**src/rtl/imem_loader.sv**
```systemverilog
// imem_loader: receives a program over a byte stream (16-bit big-endian word
// count followed by big-endian 32-bit words) and writes it into instruction
// memory while holding the CPU in reset. All outputs are registered.
module imem_loader #(
  parameter int ROM_SIZE = 160
) (
  input  logic        clk,
  input  logic        reset,
  input  logic        start,
  input  logic [7:0]  rx_data,
  input  logic        rx_valid,
  output logic        wr_en,
  output logic [30:0] wr_addr,
  output logic [31:0] wr_data,
  output logic        cpu_hold,
  output logic        done,
  output logic        error
);

  // Word counter only ever reaches ROM_SIZE-1, so this width never wraps.
  localparam int          CNT_W   = $clog2(ROM_SIZE + 1);
  localparam logic [15:0] MAX_LEN = 16'(ROM_SIZE);

  typedef enum logic [2:0] {
    IDLE,
    LEN_HI,
    LEN_LO,
    DATA,
    DONE,
    ERR
  } state_t;

  state_t           state;
  logic [CNT_W-1:0] word_cnt;
  logic [1:0]       byte_cnt;
  logic [15:0]      len_last;   // index of the final word, N-1
  logic [7:0]       len_hi;     // upper byte of N, held until the lower byte arrives
  logic [23:0]      shift_p0;   // first three bytes of the word being assembled
  logic [15:0]      len_rx;

  // Accept only lengths that fit the memory; zero-length loads are rejected.
  function automatic logic len_ok(input logic [15:0] n);
    return (n != 16'd0) && (n <= MAX_LEN);
  endfunction

  // Byte address of word k, same addressing as the fetch port.
  function automatic logic [30:0] word_addr(input logic [CNT_W-1:0] k);
    return 31'(k) << 2;
  endfunction

  // Big-endian assembly: earliest byte lands in bits [31:24].
  function automatic logic [31:0] assemble(input logic [23:0] hi, input logic [7:0] lo);
    return {hi, lo};
  endfunction

  assign len_rx = {len_hi, rx_data};

  // Byte capture datapath; only control state is reset, these are overwritten before use.
  always_ff @(posedge clk) begin
    if (!start && rx_valid) begin
      if (state == LEN_HI) len_hi   <= rx_data;
      if (state == DATA)   shift_p0 <= {shift_p0[15:0], rx_data};
    end
  end

  // Session FSM with registered outputs; start has priority over any byte.
  always_ff @(posedge clk) begin
    if (reset) begin
      state    <= IDLE;
      word_cnt <= '0;
      byte_cnt <= '0;
      len_last <= '0;
      wr_en    <= 1'b0;
      wr_addr  <= '0;
      wr_data  <= '0;
      cpu_hold <= 1'b0;
      done     <= 1'b0;
      error    <= 1'b0;
    end else begin
      wr_en <= 1'b0;
      if (start) begin
        state    <= LEN_HI;
        word_cnt <= '0;
        byte_cnt <= '0;
        cpu_hold <= 1'b1;
        done     <= 1'b0;
        error    <= 1'b0;
      end else begin
        case (state)
          IDLE: begin
            cpu_hold <= 1'b0;
          end
          LEN_HI: begin
            if (rx_valid) state <= LEN_LO;
          end
          LEN_LO: begin
            if (rx_valid) begin
              if (len_ok(len_rx)) begin
                len_last <= len_rx - 16'd1;
                state    <= DATA;
              end else begin
                error <= 1'b1;
                state <= ERR;
              end
            end
          end
          DATA: begin
            if (rx_valid) begin
              byte_cnt <= byte_cnt + 2'd1;
              if (byte_cnt == 2'd3) begin
                wr_en   <= 1'b1;
                wr_addr <= word_addr(word_cnt);
                wr_data <= assemble(shift_p0, rx_data);
                if (16'(word_cnt) == len_last) begin
                  state    <= DONE;
                  done     <= 1'b1;
                  cpu_hold <= 1'b0;
                end else begin
                  word_cnt <= word_cnt + CNT_W'(1);
                end
              end
            end
          end
          DONE: begin
            cpu_hold <= 1'b0;
          end
          ERR: begin
            cpu_hold <= 1'b1;
          end
          default: begin
            state    <= IDLE;
            cpu_hold <= 1'b0;
          end
        endcase
      end
    end
  end

endmodule

```
**config.mk**
```make
export PLATFORM = sky130hd
export DESIGN_NAME = imem_loader
export DESIGN_NICKNAME = d
export VERILOG_FILES = /design/src/rtl/imem_loader.sv
export SDC_FILE = /design/constraint.sdc
export NUM_CORES = 1
export LEC_CHECK = 0
export BUFFER_PORTS_ARGS = -buffer_cell sky130_fd_sc_hd__buf_2
export CORE_MARGIN = 8
export CORE_UTILIZATION = 38
export CTS_CLUSTER_DIAMETER = 30
export DETAILED_ROUTE_END_ITERATION = 12
export PLACE_DENSITY_LB_ADDON = 0.2
export SLEW_MARGIN = 20
export SYNTH_ARGS = -nofsm -noshare
export SYNTH_HDL_FRONTEND = slang
export SYNTH_SLANG_ARGS = --single-unit
```
**constraint.sdc**
```tcl
create_clock -name clk -period 2.11 [get_ports clk]
set_input_delay 0 -clock clk [delete_from_list [all_inputs] [get_ports clk]]
set_output_delay 0 -clock clk [all_outputs]
set_load 0.01 [all_outputs]
```
==> out/metrics.cfg, run 1 <==
[outcome]
status=finished clean

[worst_setup_path]
crit_buf_inv=4
worstSetupStartpointType=input pin
path_cells=dlygate4sd3_1 > buf_2 > or4b_1 > a21o_1 > a2111oi_4 > buf_4 > buf_12 > nand3_2 > a21oi_1
end_kind=flop
crit_fanout=13
crit_cells=9
crit_end=len_last[15]
crit_family=buffers and inverters
r2r_cells=7
slowest_delay_ps=560
rr_startpoint=len_hi[3]
path_class=input pin to flop
critPathLaunch=rx_data[2]
crit_required_ps=2420
cp_data_arrival_time_ps=2340
r2r-end=len_last[15]
cp_slowest_cell=or4b_1
r2r_slack_ps=120

[sta]
setup_ws_ps=82.20
setup_violations=0
timing.fmax_mhz=493.1
slew_violations=0
worst_pin_slew_ps=607.7
slew-limit-headroom=0.5934
tns_ps=0
period_minus_slack_ps=2028
fin_worst_skew_ps=8.310
hold_violations=0
fin_crit_sh=0.9610

[finish]
finalNetCount=520
final_cells=649
postLayoutCellArea_um2=5011
drive_above_1_share=0.2083
antenna_cells=0
area_delta_synth_final_pct=17.76

[synth]
synthFlopType=dfxtp_1
yosysWarnings=0
syn_inst=434
synth_seq_area_share=0.5692
synth_compound_area_frac=0.1282
synth_simple_gate_area_frac=0.1852
synth-edff-count=32
synth_top_family_by_area=simple AND/OR/NAND/NOR gates
ys_ff_latch=105
synthMuxAreaShare=0.007057
avgSynthCellArea_um2=9.805
yosysUniqueCellTypes=46
synth_fa_ha_area_frac=0.01176
synthArstFlopShare=0
syn_area_um2=4255
synthXorXnorAreaFrac=0.02882

[clocking]
htreeDepth=3
clock_latency_ps=380
cts_root_buf=clkbuf_8
cts_tree=yes
cts_buffer_depth=2
cts_sinks=105
cts_buffers=9
cts.clk_slew.worst_paths_ps=90

[die]
io_pins=79
die_y_um=121.8
row_count=38
die_w_um=121.8
core_um2=10890
start_util=0.3908
die-area_um2=14840

[job]
maxCapViolations=0

[place]
hpwl_um=6518
place_area_um2=4669
place_inst=621
pre_cts_ws_ps=72.99
gp_congestion=0.8202
port_buffers=55

[global_routing]
grt_max_degree=45
overflow=0
grt_pass1_wl_um=15390
antenna_found_initial=0
grtUsageTotal=0.1321
grt_pass1_vias=3073

[route]
vias=3128
wl_um=9423
viasPerCell=4.820
wl_per_cell_um=14.52
first_pass_iters=6
drc_errors=0
ant_nets=0
dr.first_iter.drc_count=175

[pwr]
power_mw=3.484
vdd_drop_max_uv=476.5
total_leakage_power_nw=1.836
p_per_area_nw_per_um2=695.3

[min_path]
hold_path.class=input pin to flop

-- where the power goes --
group          leakage [nW]  switching, mW  internal, mW
Sequential            0.877        0.00567          2.08
Combinational         0.861          0.103        0.0489
Clock                0.0982          0.694         0.555
Total                  1.84          0.802          2.68
-- cell families (layout without fill, tap and decap cells) --
kind of cell	count (synthesis)	after routing
AND/OR/NAND/NOR	174	174
flip-flops	105	105
AO/OA/AOI/OAI	82	82
buffers and inverters	51	104
XOR/XNOR	14	14
adder cells (fa/ha/maj)	4	4
multiplexers	3	3
other	1	23
-- cell usage in the layout (no fill, tap or decap), types with 2 or more instances in the layout --
master / Yosys / final
conb_1: 1 / 23
nor2_1: 22 / 21
or4_1: 2 / 2
a21o_1: 2 / 2
xnor2_1: 11 / 11
buf_4: 23 / 16
nand2b_1: 13 / 13
nand4_1: 2 / 2
o211ai_1: 2 / 2
o21ai_0: 3 / 3
a211oi_2: 7 / 7
clkinv_2: 0 / 2
o41ai_1: 2 / 2
o311ai_0: 2 / 2
or3_1: 6 / 6
and3_1: 2 / 2
nor4_1: 4 / 3
xor2_1: 3 / 3
buf_12: 0 / 2
dlygate4sd3_1: 0 / 9
ha_1: 4 / 4
nor2b_1: 3 / 2
buf_2: 0 / 55
nor3_1: 7 / 7
dfxtp_1: 73 / 73
nand3_1: 5 / 5
nand2_1: 100 / 100
inv_1: 5 / 5
edfxtp_1: 32 / 32
a21oi_1: 53 / 52
clkbuf_8: 0 / 9
a211oi_1: 2 / 2
nand3_2: 2 / 2
mux2i_1: 3 / 3
-- area by class of cell --
| class | count | area, µm² |
|---|---|---|
| timing repair buffer | 83 | 550.5 |
| clock inverter | 6 | 67.56 |
| sequential | 105 | 2422 |
| clock buffer | 10 | 127.6 |
| fill | 1065 | 5877 |
| multi-input combinational | 300 | 1649 |
| tap | 140 | 175.2 |
| inverter | 5 | 18.77 |
-- worst min-delay path: cells and delay by family --
family                 cells  cell delay, ps
AND/OR/NAND/NOR            1             120
buffers and inverters      1             180
AO/OA/AOI/OAI              1              60
-- cell usage after synthesis, drive strengths merged, types with 5 or more instances --
cell type    n  area share
a211oi       9       0.024
a21oi       53       0.062
buf         25       0.046
clkbuf      21       0.019
dfxtp       73        0.34
edfxtp      32        0.23
inv          5      0.0044
nand2      100       0.088
nand2b      13       0.019
nand3        7       0.011
nor2        22       0.019
nor3         7      0.0082
or3          6      0.0088
xnor2       11       0.023
-- how the worst min path moves through the flow --
| stage | start | end | slack (ps) | cells past startpoint |
|---|---|---|---|---|
| 2_1_floorplan | rx_data[0] | len_last[0] | 90 | 1 |
| 3_3_place_gp | rx_data[5] | len_hi[5] | 330 | 1 |
| 3_5_place_dp | rx_data[5] | len_hi[5] | 330 | 1 |
| 4_1_cts | start | cpu_hold | 9 | 3 |
| 5_1_grt | rx_data[1] | len_last[1] | 50 | 4 |
| 6_report | start | cpu_hold | 30 | 3 |
-- routing by layer --
metal / vias up / part of all wire / wire, µm / GRT usage
met4: 0 / 0.011 / 102 / 0.03778
met1: 1477 / 0.47 / 4422 / 0.1602
met5: - / 0 / 0 / 0
met2: 67 / 0.46 / 4312 / 0.2169
met3: 10 / 0.062 / 585 / 0.04627
li1: 1574 / - / - / -
-- registers in the layout, indices dropped and copies added, names as in the netlist --
signal	count
error	1
len_hi	8
byte_cnt	2
wr_en	1
done	1
state	3
cpu_hold	1
wr_addr	8
len_last	16
shift_p0	24
word_cnt	8
wr_data	32
-- through the flow --
step	util	hold WS, ps
after detailed placement	0.4289	326.4
after global routing	0.4602	48.78
after global placement	0.4289	330.6
final	0.4602	27.02
after CTS	0.4551	9.186
after floorplan	-	92.37
-- what timing repair did --
item	CTS	global route
setup buffers	0	2
endpoints found under the hold margin	21	0
hold buffers	9	0
gates resized for setup	0	3
setup endpoints to repair	0	16
Power figures use the tool's default switching activity.
==> run 2, diff against run 1 <==
--- a/config.mk
+++ b/config.mk
@@ -5,11 +5,11 @@
 export SDC_FILE = /design/constraint.sdc
 export NUM_CORES = 1
 export LEC_CHECK = 0
-export BUFFER_PORTS_ARGS = -buffer_cell sky130_fd_sc_hd__buf_2
 export CORE_MARGIN = 8
 export CORE_UTILIZATION = 38
 export CTS_CLUSTER_DIAMETER = 30
 export DETAILED_ROUTE_END_ITERATION = 12
+export DONT_BUFFER_PORTS = 1
 export PLACE_DENSITY_LB_ADDON = 0.2
 export SLEW_MARGIN = 20
 export SYNTH_ARGS = -nofsm -noshare
==> run 2 against run 1 <==
Effect of this change: global-route usage rose by 0.39 points; clock skew rose by 1.3 ps; clock-buffer cell count did not move; non-clock buffer count fell by 54; design area fell by 4.5%; wire length rose by 5.8%; register-to-register slack got worse by 40 ps; largest power group unchanged; sequential power barely moved; total power fell by 1.6%.
==> out/metrics.cfg, run 2 (same netlist as run 1, synthesis figures left out) <==
[global_routing]
grt_pass1_vias=2847
grt_max_degree=64
overflow=0
grtUsageTotal=0.1360
antenna_found_initial=0
grt_pass1_wl_um=15580

[worst_setup_path]
end_kind=flop
r2r_cells=7
crit_fanout=13
rr_startpoint=len_hi[3]
r2r_slack_ps=80
r2r-end=len_last[11]
worstSetupStartpointType=input pin
cp_data_arrival_time_ps=2340
crit_required_ps=2410
path_class=input pin to flop

[route]
dr.first_iter.drc_count=241
wl_um=9967
vias=3054
viasPerCell=5.133
drc_errors=0
first_pass_iters=4
ant_nets=0
wl_per_cell_um=16.75

[die]
io_pins=79
die_y_um=121.8
start_util=0.3908
row_count=38
die_w_um=121.8
core_um2=10890
die-area_um2=14840

[clocking]
cts.clk_slew.worst_paths_ps=90
clock_latency_ps=370
cts_tree=yes
cts_sinks=105
cts_root_buf=clkbuf_8
htreeDepth=3
cts_buffer_depth=2
cts_buffers=9

[finish]
antenna_cells=0
most-common-layout-cells=nand2_1, dfxtp_1, a21oi_1
largest_register_ffs=32
drive_above_1_share=0.1055
multi_input_area_um2=1669
final_cells=595
final_common_cell=nand2_1
register_area_um2=2422
fill_cells=1055
area_delta_synth_final_pct=12.50
largest-register=wr_data
reg_top3=wr_data x32, shift_p0 x24, len_last x16
finalNetCount=466

[min_path]
min_to=len_last[3]
min_from=rx_data[2]
hold_depth=3
hold_path.class=input pin to flop

[sta]
timing.fmax_mhz=489.8
hold_violations=0
fin_crit_sh=0.9675
worst_pin_slew_ps=586.7
slew-limit-headroom=0.6074
setup_violations=0
fin_worst_skew_ps=9.629
slew_violations=0
period_minus_slack_ps=2041
fin_hold_ws_ps=12.95

[job]
maxCapViolations=0

[pwr]
vdd_drop_max_uv=332.3
p_per_area_nw_per_um2=716.3
total_leakage_power_nw=1.553

[place]
gp_congestion=0.7711
place_inst=561
port_buffers=0
hpwl_um=6320

[outcome]
status=finished clean

## run 2: worst max-delay path by stage
stage / slack (ps) / from / end
after floorplan: 210 / len_hi[3] / len_last[4]
after global placement: 200 / len_hi[3] / len_last[4]
after detailed placement: 80 / len_hi[3] / len_last[11]
after CTS: 60 / len_hi[3] / len_last[11]
after global routing: -30 / len_hi[3] / len_last[15]
final: 70 / rx_data[1] / len_last[11]
## run 2: cell type report
class | count | area share
repair buffers | 29 | 0.06587
inverters | 5 | 0.003921
clock buffers | 10 | 0.02666
well taps | 140 | 0.03659
clock inverters | 6 | 0.01228
flip-flops and latches | 105 | 0.5060
multi-input cells | 300 | 0.3487
## run 2: metal layers
metal,routed length (µm),GRT usage,vias up,part of all wire
met1,4220,0.1617,1475,0.42
met3,871,0.05460,10,0.087
met4,140,0.04934,0,0.014
li1,-,-,1470,-
met5,0,0,-,0
met2,4734,0.2176,99,0.47
## run 2: critical path: stages
cell and delay, ps:
inv_1 50, dlygate4sd3_1 550, ha_1 140, or4b_4 470, a21o_1 230, a2111oi_4 280, buf_4 200, buf_12 140
nand3_2 110, a21oi_1 180
## run 2: repair_timing
item / 4_1_cts / 5_1_grt
hold buffers: 15 / 0
hold endpoints to repair: 89 / 0
resized for setup: 0 / 6
setup buffers: 0 / 2
setup endpoints to repair: 0 / 27
## run 2: where the power goes
group / internal (mW) / switching [mW]
combinational: 0.0474 / 0.0952
clock: 0.541 / 0.660
sequential: 2.08 / 0.00720
## run 2: per-stage QoR
step | cell area [µm²] | utilization | setup slack, ps | total power [mW] | TNS [ps]
CTS | 4713 | 0.4329 | 58.37 | 3.471 | 0
global placement | 4359 | 0.4004 | 195.0 | 2.202 | 0
floorplan | 4340 | - | 205.7 | 2.243 | 0
detailed placement | 4359 | 0.4004 | 80.60 | 2.203 | 0
global route | 4787 | 0.4397 | -31.82 | 3.567 | -138.6
finish | 4787 | 0.4397 | 68.52 | 3.429 | 0
